**config.mk**
```make
export PLATFORM = sky130hd
export DESIGN_NAME = mastermind_core
export DESIGN_NICKNAME = d
export VERILOG_FILES = /design/src/rtl/mm_pkg.sv /design/src/rtl/mm_scorer.sv /design/src/rtl/mastermind_core.sv
export SDC_FILE = /design/constraint.sdc
export NUM_CORES = 1
export LEC_CHECK = 0
export ABC_CLOCK_PERIOD_IN_PS = 7650
export CAP_MARGIN = 15
export CORE_MARGIN = 2
export CORE_UTILIZATION = 45
export CTS_CLUSTER_SIZE = 12
export DETAILED_ROUTE_END_ITERATION = 8
export PLACE_DENSITY = 0.7
export REMOVE_ABC_BUFFERS = 1
export SYNTH_ARGS = -nofsm -noshare
export SYNTH_HDL_FRONTEND = slang
export SYNTH_SLANG_ARGS = --single-unit
```
**constraint.sdc**
```tcl
create_clock -name CLK -period 7.65 [get_ports CLK]
set_clock_uncertainty 0.1 [all_clocks]
set_input_delay 1.1475 -clock CLK [delete_from_list [all_inputs] [get_ports CLK]]
set_output_delay 1.1475 -clock CLK [all_outputs]
set_load 0.005 [all_outputs]
```
**src/rtl/mm_pkg.sv**
```systemverilog
// ----------------------------------------------------------------------------
// mm_pkg
// Shared definitions for the Mastermind core and its scorer.
//   state_t   : internal game FSM states
//   PHASE_*   : 2-bit encoding of the externally visible game phase
//   clog2()   : ceiling log2, used to size counters and indices
// No ports (package).
// ----------------------------------------------------------------------------
package mm_pkg;

    // SCORE is internal; externally it is reported as the GUESS phase.
    typedef enum logic [2:0] {
        SECRET,
        GUESS,
        SCORE,
        WIN,
        LOSE
    } state_t;

    localparam logic [1:0] PHASE_SECRET = 2'd0;
    localparam logic [1:0] PHASE_GUESS  = 2'd1;
    localparam logic [1:0] PHASE_WIN    = 2'd2;
    localparam logic [1:0] PHASE_LOSE   = 2'd3;

    // Number of bits needed to encode the values 0 .. value-1.
    function automatic int clog2(input int value);
        int result;
        int remaining;
        result    = 0;
        remaining = value - 1;
        while (remaining > 0) begin
            result    = result + 1;
            remaining = remaining >> 1;
        end
        return result;
    endfunction

endpackage

```
**src/rtl/mm_scorer.sv**
```systemverilog
// ----------------------------------------------------------------------------
// mm_scorer
// Purely combinational scoring of one guess against the secret.
// Ports:
//   secret  in  N_POS*SYM_W  packed secret, position 0 in the low bits
//   guess   in  N_POS*SYM_W  packed guess, same layout
//   led_pos out N_POS        bit p set when guess[p] == secret[p]
//   exact   out CNT_W        number of exact matches
//   near    out CNT_W        right symbol in the wrong place
// ----------------------------------------------------------------------------
module mm_scorer
    import mm_pkg::*;
#(
    parameter int N_POS = 4,
    parameter int N_SYM = 4
) (
    input  logic [N_POS*clog2(N_SYM)-1:0] secret,
    input  logic [N_POS*clog2(N_SYM)-1:0] guess,
    output logic [N_POS-1:0]              led_pos,
    output logic [clog2(N_POS+1)-1:0]     exact,
    output logic [clog2(N_POS+1)-1:0]     near
);

    localparam int SYM_W = clog2(N_SYM);
    localparam int CNT_W = clog2(N_POS + 1);

    logic [CNT_W-1:0] w_histSecret [N_SYM];
    logic [CNT_W-1:0] w_histGuess  [N_SYM];
    logic [SYM_W-1:0] w_symSecret;
    logic [SYM_W-1:0] w_symGuess;
    logic [CNT_W-1:0] w_exactSum;
    logic [CNT_W-1:0] w_common;
    logic [N_POS-1:0] w_led;

    // Every exact match is also counted in the per-symbol minimum, so the
    // common count is always >= exact and the subtraction cannot underflow.
    always_comb begin
        w_symSecret = '0;
        w_symGuess  = '0;
        w_exactSum  = '0;
        w_common    = '0;
        w_led       = '0;
        for (int s = 0; s < N_SYM; s++) begin
            w_histSecret[s] = '0;
            w_histGuess[s]  = '0;
        end
        for (int p = 0; p < N_POS; p++) begin
            w_symSecret = secret[p*SYM_W +: SYM_W];
            w_symGuess  = guess[p*SYM_W +: SYM_W];
            w_led[p]    = (w_symSecret == w_symGuess);
            w_exactSum  = w_exactSum + {{(CNT_W-1){1'b0}}, w_led[p]};
            w_histSecret[w_symSecret] = w_histSecret[w_symSecret] + 1'b1;
            w_histGuess[w_symGuess]   = w_histGuess[w_symGuess] + 1'b1;
        end
        for (int s = 0; s < N_SYM; s++) begin
            w_common = w_common + ((w_histSecret[s] < w_histGuess[s]) ?
                                   w_histSecret[s] : w_histGuess[s]);
        end
    end

    assign led_pos = w_led;
    assign exact   = w_exactSum;
    assign near    = w_common - w_exactSum;

endmodule

```
**src/rtl/mastermind_core.sv**
```systemverilog
// ----------------------------------------------------------------------------
// mastermind_core
// Captures a secret and repeated guesses from a one-hot button bus, scores
// each guess and tracks the attempt count until WIN or LOSE.
// Ports:
//   CLK         in   1      rising-edge clock
//   RESET       in   1      synchronous, active-low reset
//   btn         in   N_SYM  level button bus, bit i = symbol i
//   new_game    in   1      synchronous restart (keeps press history)
//   led_pos     out  N_POS  per-position exact match of the last score
//   exact_cnt   out  CNT_W  exact matches of the last score
//   near_cnt    out  CNT_W  misplaced symbols of the last score
//   tries_used  out  TRY_W  guesses scored this game
//   score_valid out  1      one-cycle pulse when the score outputs update
//   phase       out  2      0 SECRET, 1 GUESS, 2 WIN, 3 LOSE
//   win         out  1      phase == WIN
//   lose        out  1      phase == LOSE
// ----------------------------------------------------------------------------
module mastermind_core
    import mm_pkg::*;
#(
    parameter int N_POS     = 4,
    parameter int N_SYM     = 4,
    parameter int MAX_TRIES = 8
) (
    input  logic                           CLK,
    input  logic                           RESET,
    input  logic [N_SYM-1:0]               btn,
    input  logic                           new_game,
    output logic [N_POS-1:0]               led_pos,
    output logic [clog2(N_POS+1)-1:0]      exact_cnt,
    output logic [clog2(N_POS+1)-1:0]      near_cnt,
    output logic [clog2(MAX_TRIES+1)-1:0]  tries_used,
    output logic                           score_valid,
    output logic [1:0]                     phase,
    output logic                           win,
    output logic                           lose
);

    localparam int SYM_W = clog2(N_SYM);
    localparam int CNT_W = clog2(N_POS + 1);
    localparam int TRY_W = clog2(MAX_TRIES + 1);
    localparam int POS_W = clog2(N_POS);

    localparam logic [POS_W-1:0] LAST_POS  = POS_W'(N_POS - 1);
    localparam logic [CNT_W-1:0] ALL_EXACT = CNT_W'(N_POS);
    localparam logic [TRY_W-1:0] TRY_LIMIT = TRY_W'(MAX_TRIES);

    state_t                       r_state;
    state_t                       w_nextState;
    logic                         r_btnPrev;
    logic [POS_W-1:0]             r_pos;
    logic [N_POS-1:0][SYM_W-1:0]  r_secret;
    logic [N_POS-1:0][SYM_W-1:0]  r_guess;
    logic [N_POS-1:0]             r_ledPos;
    logic [CNT_W-1:0]             r_exact;
    logic [CNT_W-1:0]             r_near;
    logic [TRY_W-1:0]             r_tries;
    logic                         r_scoreValid;

    logic                         w_press;
    logic [SYM_W-1:0]             w_sym;
    logic [N_POS-1:0]             w_scoreLed;
    logic [CNT_W-1:0]             w_scoreExact;
    logic [CNT_W-1:0]             w_scoreNear;
    logic [TRY_W-1:0]             w_triesNext;
    logic                         w_lastSlot;

    // A press is the first cycle any button is seen after an all-released cycle.
    assign w_press    = (|btn) && !r_btnPrev;
    assign w_lastSlot = (r_pos == LAST_POS);
    assign w_triesNext = (r_tries == TRY_LIMIT) ? r_tries : r_tries + 1'b1;

    // Priority encoder: later iterations overwrite, so the highest set bit wins.
    always_comb begin
        w_sym = '0;
        for (int i = 0; i < N_SYM; i++) begin
            if (btn[i]) begin
                w_sym = SYM_W'(i);
            end
        end
    end

    mm_scorer #(
        .N_POS (N_POS),
        .N_SYM (N_SYM)
    ) u_scorer (
        .secret  (r_secret),
        .guess   (r_guess),
        .led_pos (w_scoreLed),
        .exact   (w_scoreExact),
        .near    (w_scoreNear)
    );

    always_ff @(posedge CLK) begin
        if (!RESET) begin
            r_state <= SECRET;
        end else begin
            r_state <= w_nextState;
        end
    end

    // new_game overrides everything, including a press on the same edge.
    always_comb begin
        w_nextState = r_state;
        if (new_game) begin
            w_nextState = SECRET;
        end else begin
            case (r_state)
                SECRET: if (w_press && w_lastSlot) w_nextState = GUESS;
                GUESS:  if (w_press && w_lastSlot) w_nextState = SCORE;
                SCORE: begin
                    if (w_scoreExact == ALL_EXACT) begin
                        w_nextState = WIN;
                    end else if (w_triesNext == TRY_LIMIT) begin
                        w_nextState = LOSE;
                    end else begin
                        w_nextState = GUESS;
                    end
                end
                WIN:     w_nextState = WIN;
                LOSE:    w_nextState = LOSE;
                default: w_nextState = SECRET;
            endcase
        end
    end

    always_comb begin
        phase = PHASE_SECRET;
        win   = 1'b0;
        lose  = 1'b0;
        case (r_state)
            SECRET:  phase = PHASE_SECRET;
            GUESS:   phase = PHASE_GUESS;
            SCORE:   phase = PHASE_GUESS;
            WIN: begin
                phase = PHASE_WIN;
                win   = 1'b1;
            end
            LOSE: begin
                phase = PHASE_LOSE;
                lose  = 1'b1;
            end
            default: phase = PHASE_SECRET;
        endcase
    end

    // Press history runs in every state and survives new_game so that a button
    // held across a restart or through SCORE/WIN/LOSE never yields a late press.
    always_ff @(posedge CLK) begin
        if (!RESET) begin
            r_btnPrev    <= 1'b0;
            r_pos        <= '0;
            r_secret     <= '0;
            r_guess      <= '0;
            r_ledPos     <= '0;
            r_exact      <= '0;
            r_near       <= '0;
            r_tries      <= '0;
            r_scoreValid <= 1'b0;
        end else begin
            r_btnPrev    <= |btn;
            r_scoreValid <= 1'b0;
            if (new_game) begin
                r_pos    <= '0;
                r_secret <= '0;
                r_guess  <= '0;
                r_ledPos <= '0;
                r_exact  <= '0;
                r_near   <= '0;
                r_tries  <= '0;
            end else begin
                case (r_state)
                    SECRET: begin
                        if (w_press) begin
                            r_secret[r_pos] <= w_sym;
                            r_pos           <= w_lastSlot ? '0 : r_pos + 1'b1;
                        end
                    end
                    GUESS: begin
                        if (w_press) begin
                            r_guess[r_pos] <= w_sym;
                            r_pos          <= w_lastSlot ? '0 : r_pos + 1'b1;
                        end
                    end
                    SCORE: begin
                        r_ledPos     <= w_scoreLed;
                        r_exact      <= w_scoreExact;
                        r_near       <= w_scoreNear;
                        r_tries      <= w_triesNext;
                        r_scoreValid <= 1'b1;
                    end
                    default: ;
                endcase
            end
        end
    end

    assign led_pos     = r_ledPos;
    assign exact_cnt   = r_exact;
    assign near_cnt    = r_near;
    assign tries_used  = r_tries;
    assign score_valid = r_scoreValid;

endmodule

```
==> reports/results.md <==
• number of filler instances in the final layout: 753
• met3 routing resource usage after global routing: 2.79%
• final-layout setup total negative slack: 0 ps
• Placed Area: 3940 µm²
• final weighted congestion in routability-driven placement: 0.868
• Ys Warns: 0
• number of global-route vias before repair: 2969
• Highest Clock Rate: 0.148 GHz
• Async S/R FF share, synth: 0%
• element type at the critical path end: flop
• shortest period the worst path allows: 6760 ps
• Slowest cell on crit path: sky130_fd_sc_hd__dfxtp_1
• clock tree from TritonCTS: done
• DR vias/cell: 5.42
• buffer depth of the longest clock path: 2
• slowest stage delay, CP: 750 ps
• number of iterations in the first detailed-routing pass: 4
• arrival time reported for the critical path endpoint: 6880 ps
• EDFF count, synth: 0
• post-CTS setup buffer count: 0
• depth of the worst hold-timing path: 2
• RSZ-0062 raised after global routing: no
• proportion of synthesized chip area in sequential cells: 20.1%
• highest ir drop seen on vdd: 79.9 µV
• site row count: 32
• count of endpoints failing hold in the final timing report: 0
• Crit Reg-Reg Startpoint: r_guess[0]
• DRC violation count after routing: 0
• static leakage power: 0.00163 µW
• WP data required: 7770 ps
• DIE WIDTH: 94.4 µm
• beginning of the worst hold path: exact_cnt[2]
• WHS Endpoint: exact_cnt[2]
• Post-Syn Instances: 479
• utilization after layout: 52.1%
• port bufs: 25
• number of H-tree levels: 2
• number of antenna violations at the first check in global routing: 0
• number of slew-limit violations in the final report: 0
• prevailing post-synth register cell: sky130_fd_sc_hd__dfxtp_1
• Antenna Cells: 0
• Critical Path Source Type: flop
• fraction of met1 tracks used by global routing: 27.9%
• end of the worst register-to-register path: near_cnt[2]
• Relative slew margins: 36.4%
• number of maximum-capacitance violations: 0
• met2 layer usage reported by global route: 31.9%
• cells on worst reg2reg path: 27
• maximum fanout along the worst path: 17
• number of synthesized register bits: 37
• ratio of final minimum period to clock period: 88.3%
• setup violation total in the final timing report: 0
• initial detailed-routing violation count: 170
• number of distinct standard cells referenced by the synthesized netlist: 63
• slack of the worst reg-to-reg path: 890 ps
• largest net degree at the start of global routing: 37
• buffer type at the clock tree root: sky130_fd_sc_hd__clkbuf_8
• sinks on the clock net: 37
• overall power: 508 µW
• Worst Hold Slack: 357 ps
• GR Overflow Total: 0
• detailed-route via count: 3171
• final-stage net count: 520
• number of nets with antenna violations after routing: 0
• global-route usage over all layers: 19.8%
• total power per unit cell area: 125 nW/µm²
• clock slew seen by the registers of the worst setup and hold paths: 80 ps
• Post-Layout Inst Area: 4070 µm²
• HPWL after detailed placement: 6.31 mm
• WL/cell: 14.2 µm
• TritonCTS buffer count: 5
• area growth from synthesis to final layout: 10.6%
• Critical Setup Path Class: flop to flop
• area enclosed by the die boundary: 8910 µm²
• CTS resizes: 0
• result of the run: complete, no violations
• I/O pins: 26
• Avg Synthesized Cell Area: 7.68 µm²
• post-synthesis instance area: 3680 µm²
• Detailed Route WL: 8.34 mm
• share of layout cells above drive strength 1: 5.38%
• global-route layer with the greatest usage: met2
• Worst Tran Pin Value: 949 ps
• area inside the core boundary: 7810 µm²
• global-route wire length before repair: 14.2 mm
• insertion delay of the later-clocked pin in the worst-skew pair: 290 ps
• die outline height: 94.4 µm
• Critical Path Source: r_guess[0]
• number of hold buffers added after CTS: 0
• Min-Delay Path Class: flop to flop
• starting density of the core: 47.1%
## critical path, delay by kind of cell (launching register included)
family,cells,cell delay (ps)
buf+inv,3,160
xor+xnor,5,820
flops,1,750
compound gates,5,850
fa+ha+maj,7,2540
mux,3,1000
simple gates,4,470
## logic make-up (layout without fill, tap and decap cells)
family	Yosys count	after routing	synth area share (%)
simple gates	190	190	25.4
compound gates	79	79	14.0
xor+xnor	61	61	15.6
buf+inv	57	61	6.26
flops	37	37	20.1
fa+ha+maj	31	31	11.6
mux	24	24	6.94
## flip-flops by register name, indices dropped and copies added (netlist names)
signal,flops
led_pos,4
near_cnt,3
r_secret,8
r_pos,2
tries_used,4
r_state,3
exact_cnt,3
r_btnPrev,1
r_guess,8
score_valid,1
## cell type report
class	instances	area, µm²	area share [%]
clock buffers	5	68.8	1.69
clock inverters	3	65.1	1.60
inverters	27	101	2.49
multi-input cells	385	2710	66.5
flip-flops and latches	37	741	18.2
well taps	102	128	3.14
repair buffers	26	258	6.33
## cell usage in the layout (no fill, tap or decap), types with 15 or more instances in the layout
cell / count
sky130_fd_sc_hd__clkdlybuf4s50_1: 25
sky130_fd_sc_hd__nand2_1: 58
sky130_fd_sc_hd__xnor2_1: 37
sky130_fd_sc_hd__ha_1: 26
sky130_fd_sc_hd__a21oi_1: 36
sky130_fd_sc_hd__nor2b_1: 15
sky130_fd_sc_hd__nor2_1: 53
sky130_fd_sc_hd__inv_1: 27
sky130_fd_sc_hd__xor2_1: 21
sky130_fd_sc_hd__mux2i_1: 21
sky130_fd_sc_hd__dfxtp_1: 37
## synthesized netlist by cell type (all sizes together) (4+ instances only)
cell type / instances / area (µm²)
nand2: 58 / 218
nor2: 54 / 205
xnor2: 39 / 368
a21oi: 37 / 189
dfxtp: 37 / 741
inv: 27 / 101
ha: 26 / 325
mux2i: 21 / 210
xor2: 21 / 184
buf: 18 / 83.8
nor2b: 16 / 108
nor3: 13 / 65.1
clkbuf: 12 / 45.0
nand3: 12 / 60.1
o21ai: 8 / 40.0
nand2b: 7 / 46.3
nor4: 7 / 65.1
fa: 5 / 100
nor3b: 5 / 42.5
a221oi: 4 / 35.0
or2: 4 / 25.0
## how the worst max path moves through the flow
stage / to / slack [ps] / depth (start not counted)
final: near_cnt[2] / 890 / 27
after CTS: near_cnt[2] / 850 / 27
after floorplan: near_cnt[2] / 1710 / 26
after detailed placement: near_cnt[2] / 890 / 27
after global placement: near_cnt[2] / 1060 / 27
after global routing: near_cnt[2] / 460 / 27
## metal layers
| metal | part of all wire, % | up-vias |
|---|---|---|
| met5 | 0 | - |
| met4 | 1.5 | 0 |
| met3 | 4.6 | 11 |
| met2 | 46 | 73 |
| met1 | 48 | 1462 |
| li1 | - | 1625 |
## report_power, final
group          internal (µW)  total, µW  leakage, µW  switching [µW]
clock                    130        201    0.0000681            71.4
sequential               194        197     0.000299            3.14
combinational           50.2        110      0.00126            60.0
total                    374        508      0.00163             135
## through the flow
| stage | cells | worst slack (ps) |
|---|---|---|
| 6_report | 585 | 894 |
| 4_1_cts | 585 | 847 |
| 5_1_grt | 585 | 456 |
| 3_3_place_gp | 577 | 1060 |
| 2_1_floorplan | 449 | 1710 |
| 3_5_place_dp | 577 | 885 |
(Power assumes the default switching activity.)
